`config.mk`:
```
export PLATFORM = sky130hd
export DESIGN_NAME = instr_fetch
export DESIGN_NICKNAME = d
export VERILOG_FILES = /design/src/rtl/instr_fetch.sv
export SDC_FILE = /design/constraint.sdc
export NUM_CORES = 1
export LEC_CHECK = 0
export BUFFER_PORTS_ARGS = -buffer_cell sky130_fd_sc_hd__buf_2
export CAP_MARGIN = 15
export CORE_UTILIZATION = 45
export DETAILED_ROUTE_END_ITERATION = 16
export PLACE_DENSITY = 0.76
export SYNTH_ARGS = -nofsm -noshare
export SYNTH_HDL_FRONTEND = slang
export SYNTH_SLANG_ARGS = --single-unit
```
`constraint.sdc`:
```
create_clock -name clk -period 1.9 [get_ports clk]
set_input_delay 0.285 -clock clk [delete_from_list [all_inputs] [get_ports clk]]
set_output_delay 0.285 -clock clk [all_outputs]
set_load 0.005 [all_outputs]
```
`src/rtl/instr_fetch.sv`:
```
// Instruction fetch stage: reads one word at pc into ir, pulses cs to the decoder, then advances pc.
// Optional memory-wait timeout with a sticky fetch_err is enabled by defining FETCH_TIMEOUT_EN.
module instr_fetch #(
  parameter int                ADDR_W      = 16,
  parameter int                DATA_W      = 32,
  parameter logic [ADDR_W-1:0] RESET_PC    = '0,
  parameter int                TIMEOUT_CYC = 64
) (
  input  logic              clk,
  input  logic              rst,
  output logic [ADDR_W-1:0] mem_addr,
  output logic              mem_rd,
  input  logic [DATA_W-1:0] mem_rdata,
  input  logic              mem_ready,
  output logic [DATA_W-1:0] ir,
  output logic              cs,
  input  logic              dec_ready,
  input  logic              br_taken,
  input  logic [ADDR_W-1:0] br_target,
  input  logic              stall,
  output logic [ADDR_W-1:0] pc,
  output logic              fetch_err
);

  // The wait counter is 8 bits wide, so the limit must fit in it.
  if (TIMEOUT_CYC < 1 || TIMEOUT_CYC > 256) begin : g_timeout_range
    $error("instr_fetch: TIMEOUT_CYC must be within 1..256");
  end

  typedef enum logic [1:0] {FETCH, WAIT_MEM, ISSUE, WAIT_DEC} state_e;

  state_e            state_q, state_d;
  logic [ADDR_W-1:0] pc_q, pc_d;
  logic [ADDR_W-1:0] br_addr_q, br_addr_d;
  logic [DATA_W-1:0] ir_q, ir_d;
  logic              br_pend_q, br_pend_d;
  logic              busy_seen_q, busy_seen_d;

`ifdef FETCH_TIMEOUT_EN
  localparam logic [7:0] TIMEOUT_LAST = 8'(TIMEOUT_CYC - 1);

  logic [7:0] wait_cnt_q, wait_cnt_d;
  logic       fetch_err_q, fetch_err_d;

  always_ff @(posedge clk or posedge rst) begin
    if (rst) begin
      wait_cnt_q  <= '0;
      fetch_err_q <= 1'b0;
    end else begin
      wait_cnt_q  <= wait_cnt_d;
      fetch_err_q <= fetch_err_d;
    end
  end

  assign fetch_err = fetch_err_q;
`else
  assign fetch_err = 1'b0;
`endif

  always_ff @(posedge clk or posedge rst) begin
    if (rst) begin
      state_q     <= FETCH;
      pc_q        <= RESET_PC;
      ir_q        <= '0;
      br_addr_q   <= '0;
      br_pend_q   <= 1'b0;
      busy_seen_q <= 1'b0;
    end else begin
      state_q     <= state_d;
      pc_q        <= pc_d;
      ir_q        <= ir_d;
      br_addr_q   <= br_addr_d;
      br_pend_q   <= br_pend_d;
      busy_seen_q <= busy_seen_d;
    end
  end

  always_comb begin
    state_d     = state_q;
    pc_d        = pc_q;
    ir_d        = ir_q;
    br_addr_d   = br_addr_q;
    br_pend_d   = br_pend_q;
    busy_seen_d = busy_seen_q;
`ifdef FETCH_TIMEOUT_EN
    wait_cnt_d  = wait_cnt_q;
    fetch_err_d = fetch_err_q;
`endif
    case (state_q)
      FETCH: begin
        if (!stall) state_d = WAIT_MEM;
`ifdef FETCH_TIMEOUT_EN
        wait_cnt_d = '0;
`endif
      end
      WAIT_MEM: begin
        if (mem_ready) begin
          ir_d    = mem_rdata;
          state_d = ISSUE;
        end
`ifdef FETCH_TIMEOUT_EN
        else if (wait_cnt_q == TIMEOUT_LAST) begin
          fetch_err_d = 1'b1;
          state_d     = FETCH;
        end else begin
          wait_cnt_d = wait_cnt_q + 8'd1;
        end
`endif
      end
      ISSUE: begin
        busy_seen_d = 1'b0;
        state_d     = WAIT_DEC;
      end
      WAIT_DEC: begin
        // The decoder idles with ready high, so ready only counts once it has dropped.
        if (!dec_ready) busy_seen_d = 1'b1;
        if (br_taken) begin
          br_pend_d = 1'b1;
          br_addr_d = br_target;
        end
        if (dec_ready && busy_seen_q) begin
          if (br_taken)       pc_d = br_target;
          else if (br_pend_q) pc_d = br_addr_q;
          else                pc_d = pc_q + ADDR_W'(1);
          br_pend_d   = 1'b0;
          busy_seen_d = 1'b0;
          state_d     = FETCH;
        end
      end
      default: state_d = FETCH;
    endcase
  end

  // Decoding the state register lets reset drop mem_rd and cs immediately.
  assign mem_rd   = (state_q == WAIT_MEM);
  assign cs       = (state_q == ISSUE);
  assign mem_addr = pc_q;
  assign pc       = pc_q;
  assign ir       = ir_q;

endmodule
```
Word-level counts from Yosys, hierarchy flattened
Index checks and enable logic that the tools add are counted.
- bits in registers: 68
- bits of input ports: 54
- $add $sub $neg: 1
- equal/unequal tests: 7
- multiplexer cells: 11
- reduce and logical (&&, ||, !) cells: 10
- operators with widths (cell ; number):
    16-bit 2-to-1 mux ; 2
    16-bit by 1-bit adder with 16-bit output, second input constant ; 1
    2-bit AND reduction ; 5
    2-bit one-hot mux with 4 select lines ; 1
    2-bit 2-to-1 mux ; 3
    2-bit equality test, second input constant ; 2
    1-bit 2-to-1 mux ; 4
    2-bit != test, second input constant ; 2
    2-bit nonzero test ; 2
    3-bit != test, second input constant ; 1
    3-bit AND reduction ; 1
    2-bit by 1-bit equality test with 1-bit output, second input constant ; 1
    2-bit zero test ; 1
    2-bit by 1-bit != test with 1-bit output, second input constant ; 1
    1-bit one-hot mux with 2 select lines ; 1
    1-bit logical AND ; 1

Depth between registers and ports, before layout
Gate-level depths: netlist (run 1).
- depth in word-level cells: 3
- depth in mapped cells: 6
- mapped depth without buffers: 6

Least setup slack after synthesis (run 1)
OpenSTA, ideal clock, no wires.
- path kind: reg-to-reg
- start point: register state_q[0]
- end point: register br_addr_q[0]
- library setup time: 125 ps
- arrival: 1441 ps
- path slack: 335 ps
- cell stages (with the launch flop): 5
- buffers on the path: 1
- path through: dfrtp_1 ha_1 nand2_1 buf_2 mux2_2
- word-level cells in the longest chain between the ends: 2
- ends and longest elaborated chain (what ; line ; source):
    start: declaration ; 32 ; state_e state_q, state_d;
    start signal: assignment ; 69 ; state_q <= state_d;
    2-bit equality test ; 89 ; case (state_q)
    2-bit AND reduction (no source line) ; - ;
    end signal: assignment ; 72 ; br_addr_q <= br_addr_d;
    end: declaration ; 34 ; logic [ADDR_W-1:0] br_addr_q, br_addr_d;
No other way between the ends.
A chain may end at the register's enable or synchronous reset.

Final worst setup path (run 1)
- start point: register br_pend_q
- end point: register pc_q[13] (netlist: mem_addr[13])
- word-level cells in the longest chain between the ends: 2
- ends and longest elaborated chain (what ; line ; source):
    start: declaration ; 36 ; logic br_pend_q, br_pend_d;
    start signal: assignment ; 73 ; br_pend_q <= br_pend_d;
    16-bit 2-to-1 mux ; 123 ; else if (br_pend_q) pc_d = br_addr_q;
    16-bit 2-to-1 mux ; 122 ; if (br_taken) pc_d = br_target;
    end signal: assignment ; 70 ; pc_q <= pc_d;
    end: declaration ; 33 ; logic [ADDR_W-1:0] pc_q, pc_d;
No other way between the ends.

==> results.md, run 1 <==
* Asr flop ratio synth at 1.000
* Leakage at 2.035 nW
* RePlAce Congestion at just over 0.9
* Register-to-Register Path Depth at 4
* Register-to-register setup slack at 0.21 ns
* Core Util, Final at 0.5887
* Drt total wl at about 7800 um
* Cell area after synthesis at roughly 0.0034 sq mm
* Final Critical Period at 1.694 ns
* Post-route insts no fill at 515
* CTS tree: yes
* Top Ports at 121
* Final hold slack at 0.02461 ns
* Number of antenna diodes at 0
* Ys flop type: dfrtp_1
* Cts repair resizes at 0
* Max_cap viols at 0
* Initial Util at 0.4688
* Power, Total at about 6.9 mW
* Top cells by count, synth: dfrtp_1 (68), mux2_2 (48), buf_4 (18)
* Area of the die at 0.007949 sq mm
* CTS Buffer Depth at 2
* Residual DRC at 0
* DP HPWL at approximately 5700 um
* Core Rows at 31
* PD cells at around 1600 mW/mm^2
* Clock latency at the later pin of the worst-skew pair at ~0.35 ns
* Status: complete, no violations
* Largest cells by area after synthesis: dfrtp_1 (50%), mux2_2 (16%), buf_4 (4.0%)
* R2R Path End: mem_addr[13]
* Synth Warn # at 0
* CP Launch Type: flip-flop
* Vias in the first global route at 2656
* Number of synthesized flops with an enable pin at 0
* Maximum fanout along the worst path at 13
* Post-CTS setup buffer count at 0
* Crit Path Class: flip-flop to flip-flop
* Global-route wire length before repair at approximately 12000 um
* Yosys reg bits at just under 70
* GR Util All Layers at 0.2086
* Worst r2r src: br_pend_q
* Type of destination of the critical path: flip-flop
* Fin. Hold Viols at 0
* Maximum vdd ir drop at around 0.85 mV
* Mean routed wirelength per cell at 15.12 um
* Largest net degree at the start of global routing at slightly below 70
* Mapped Cells at 303
* Post-synthesis net count at around 360
* Synth area leader: dfrtp_1
* Top-area cell type share of the netlist area at 0.4978
* Synthesis-to-finish area growth at 25.59%
* Final global-route overflow total at 0
* Final worst-path cycle share at 0.8918
* Placed Area at 0.004044 sq mm
* Setup TNS at 0 ns
* Fillers at 639
* IO Port Bufs at 119
* Clock slew at reported path FFs at ~0.070 ns
* Setup WS pre-CTS at 0.2726 ns
* Post-route worst setup slack at about 0.2 ns
* Most common cell in the synthesized netlist: dfrtp_1
* DR vias at 2757
* Share of cells above drive strength 1 at 0.4784
* Initial antenna violation count at 0
* Die H at 89.16 um
* Clock Sinks at 68
* CP required at 2.13 ns
* Cts hold-fix bufs at 0
* H-Tree Depth at 3
* Setup-failing EPs final at 0
* HP Class: input pin to async pin
* Synth unique cells at between 40 and 50
* Total CTS buffers at 9
* First drt pass iteration count at 4
* Core area at ~0.0073 sq mm
* Placed cell count at approximately 500
* Clock Tree Root: clkbuf_8
* Post-layout nets at 471
* Clock Skew at ~0.011 ns
* DIE WIDTH at between 80 and 90 um
* Post-Layout Inst Area at 0.004293 sq mm
* Crit path DAT at 1.93 ns
* Final ANT Viol Nets at 0
* Vias per cell at 5.353
* Seq/Total Area, Yosys at 0.4978
* Final slew viol count at 0
* Syn avg cell area at 11.28 sq um
* RSZ-0062 raised after global routing: no
* Initial drt markers at between 150 and 200
* Max Freq at 0.5902 GHz
-- flip-flops by register name (all words and copies together) (netlist names) --
| register | cells |
|---|---|
| ir | 32 |
| br_addr_q | 16 |
| mem_addr | 16 |
| state_q | 2 |
| br_pend_q | 1 |
| busy_seen_q | 1 |
-- worst max path at each step --
stage	from	end	cells after the start	slack [ns]
after floorplan	state_q[0]	br_addr_q[0]	4	0.33
after global placement	state_q[0]	mem_addr[6]	6	0.35
after detailed placement	br_pend_q	mem_addr[13]	4	0.27
after CTS	state_q[1]	mem_addr[15]	5	0.23
after global routing	br_pend_q	mem_addr[13]	4	0.05
final	br_pend_q	mem_addr[13]	4	0.21
-- kinds of logic after synthesis --
group,Yosys count,synth area share
buffers and inverters,42,0.06991
XOR/XNOR,4,0.01025
flip-flops,68,0.4978
other,1,0.001097
AO/OA/AOI/OAI,63,0.1267
multiplexers,50,0.1640
AND/OR/NAND/NOR,69,0.1083
adder cells (fa/ha/maj),6,0.02196
-- routing by layer --
metal	part of all wire	up-vias	global-route usage
met5	0	-	0
met4	0.020	0	0.1010
met3	0.093	16	0.06371
met2	0.46	139	0.3324
met1	0.43	1305	0.2589
li1	-	1297	-
-- placed cells by master (no fill, tap or decap), drive strengths merged, types with 7 or more instances in the layout --
cell type | synthesis | layout
a21oi | 14 | 14
mux2 | 48 | 48
clkbuf | 4 | 10
dfrtp | 68 | 68
inv | 8 | 7
nand3 | 9 | 9
buf | 29 | 130
o21ai | 15 | 15
nand2 | 15 | 15
nor3 | 10 | 10
nor2 | 13 | 13
-- where the power goes --
part           switching, mW  leakage (nW)  internal (mW)  total [mW]
clock                  0.571         0.122          0.908        1.48
sequential             0.607         0.806           2.17        2.78
combinational           1.15          1.11           1.47        2.61
-- worst max-delay path: stages, from the launching register on --
cell,delay (ns)
dfrtp_1,0.58
clkinv_1,0.37
o21ai_0,0.27
o21ai_0,0.13
a22o_1,0.23
-- layout make-up --
class	count	area (sq um)	share of cell area
clock buffers	10	137.6	0.03206
clock inverters	6	111.4	0.02594
inverters	9	37.54	0.008744
multi-input cells	193	1478	0.3442
flip-flops and latches	68	1702	0.3964
well taps	99	123.9	0.02885
repair buffers	130	703.2	0.1638
Power figures use the tool's default switching activity.
==> run 2: changes to the inputs <==
Settings changed: REMOVE_ABC_BUFFERS set to 1.
==> results.md, run 2 (synthesis results as in run 1) <==
* Status: complete, no violations
* CP Launch Type: flip-flop
* Area of the multi-input gates at around 0.0015 sq mm
* Critical Path Max Stage Delay at approximately 0.40 ns
* Fin. Hold Viols at 0
* Max_cap viols at 0
* DP HPWL at about 5600 um
* Cells along the critical path: ha_1, nand3_2, a2111oi_0, and4_1, a211o_1
* Commonest non-fill, non-tap cell in the layout: buf_2
* Vias in the first global route at 2837
* Initial antenna violation count at 0
* Final ANT Viol Nets at 0
* Clock Sinks at 68
* Largest net degree at the start of global routing at 33
* Final Critical Period at 1.696 ns
* Core area at ~0.0073 sq mm
* Slew headroom at 0.6317
* PD cells at 1507 mW/mm^2
* DIE WIDTH at just under 90 um
* Critical-path top delay cell: a2111oi_0
* H-Tree Depth at 3
* Area of the die at 0.007949 sq mm
* Setup-failing EPs final at 0
* Maximum vdd ir drop at 0.7584 mV
* DR vias at 2767
* Top Ports at 121
* Final slew viol count at 0
* Post-CTS setup buffer count at 0
* Type of destination of the critical path: flip-flop
* Fillers at 656
* RSZ-0062 raised after global routing: no
* Final global-route overflow total at 0
* Setup WS pre-CTS at 0.1174 ns
* Crit path DAT at 1.98 ns
* Die H at 89.16 um
* Mean routed wirelength per cell at approximately 15 um
* Clock Skew at 0.009439 ns
* Register area at 0.001702 sq mm
* Core Rows at 31
* IO Port Bufs at roughly 120
* Final worst-path cycle share at 0.8928
* Initial Util at 0.4688
* Residual DRC at 0
* Drt total wl at 7618 um
* Worst-margin pin slew at 0.5516 ns
* Clock latency at the later pin of the worst-skew pair at approximately 0.34 ns
* First drt pass iteration count at 4
* Post-route worst setup slack at 0.2037 ns
* Vias per cell at approximately 5.3
* RePlAce Congestion at approximately 0.80
* Max Freq at 0.5895 GHz
* CTS Buffer Depth at 2
* Crit path buffers/inverters at 0
* Clock Tree Root: clkbuf_8
* Most frequent cells in the layout: buf_2 (119), dfrtp_1 (68), mux2_2 (48)
* Clock slew at reported path FFs at roughly 0.07 ns
* Initial drt markers at 113
* Post-layout nets at 474
* Register-to-register setup slack at 0.20 ns
* CTS tree: yes
* Synthesis-to-finish area growth at 23.94%
* Share of cells above drive strength 1 at 0.4821
* Crit Path Class: flip-flop to flip-flop
* Maximum fanout along the worst path at 10
* Number of antenna diodes at 0
* GR Util All Layers at 0.2081
* Core Util, Final at 0.5810
* Number of flip-flops in the largest register at 32
* Total CTS buffers at 9
* HP Class: input pin to flip-flop
* Leakage at 2.018 nW
* CP required at 2.18 ns
* CP top delay family: compound AO/OA/AOI/OAI gates
* Global-route wire length before repair at 12560 um
==> run 2: worst paths after layout <==
| check | cells past startpoint | endpoint | start |
|---|---|---|---|
| setup / recovery | 5 | mem_addr[15] | state_q[1] |
| hold / removal | 2 | ir[6] | mem_rdata[6] |
| setup reg to reg | 5 | mem_addr[15] | state_q[1] |
| hold reg to reg | 2 | br_addr_q[15] | br_addr_q[15] |
| max in group asynchronous | 4 | state_q[0] | rst |
| min in group asynchronous | 3 | ir[11] | rst |
==> run 2: layer usage <==
layer  wire length, um  GRT usage  share of wire  vias to the layer above
met4                98    0.07215          0.013                        0
met1              3272     0.2518           0.43                     1310
met5                 0          0              0                        -
met2              3526     0.3491           0.46                      139
met3               721    0.06925          0.095                       10
li1                  -          -              -                     1308
==> run 2: worst reg2reg max path: stages, from the launching register on <==
cell	delay (ns)
dfrtp_1	0.38
ha_1	0.29
nand3_2	0.24
a2111oi_0	0.40
and4_1	0.24
a211o_1	0.10
==> run 2: what timing repair did <==
item	4_1_cts	5_1_grt
setup endpoints to repair	0	5
hold endpoints to repair	4	0
hold buffers	1	0
gates resized for setup	0	3
==> run 2: area by class of cell <==
class,instances,area share
Clock inverter,5,0.006793
Tap cell,99,0.02924
Timing Repair Buffer,133,0.1719
Multi-Input combinational cell,193,0.3514
Inverter,9,0.007974
Clock buffer,11,0.03101
Sequential cell,68,0.4017
==> run 2: per-stage QoR <==
| step | std cells | setup TNS [ns] | power [mW] | hold WS [ns] | area [sq um] |
|---|---|---|---|---|---|
| finish | 518 | 0 | 6.386 | 0.1677 | 4237 |
| global route | 518 | 0 | 6.928 | 0.1581 | 4237 |
| CTS | 518 | 0 | 6.426 | 0.1577 | 4225 |
| detailed placement | 501 | 0 | 5.405 | 0.3696 | 4055 |
| global placement | 501 | 0 | 5.280 | 0.3622 | 4055 |
| floorplan | 270 | -6.563 | 4.200 | 0.3814 | 3213 |
==> run 2: where the power goes <==
group / switching, mW / leakage [nW] / internal (mW)
clock network: 0.540 / 0.0868 / 0.467
registers: 0.605 / 0.806 / 2.17
logic: 1.14 / 1.13 / 1.46
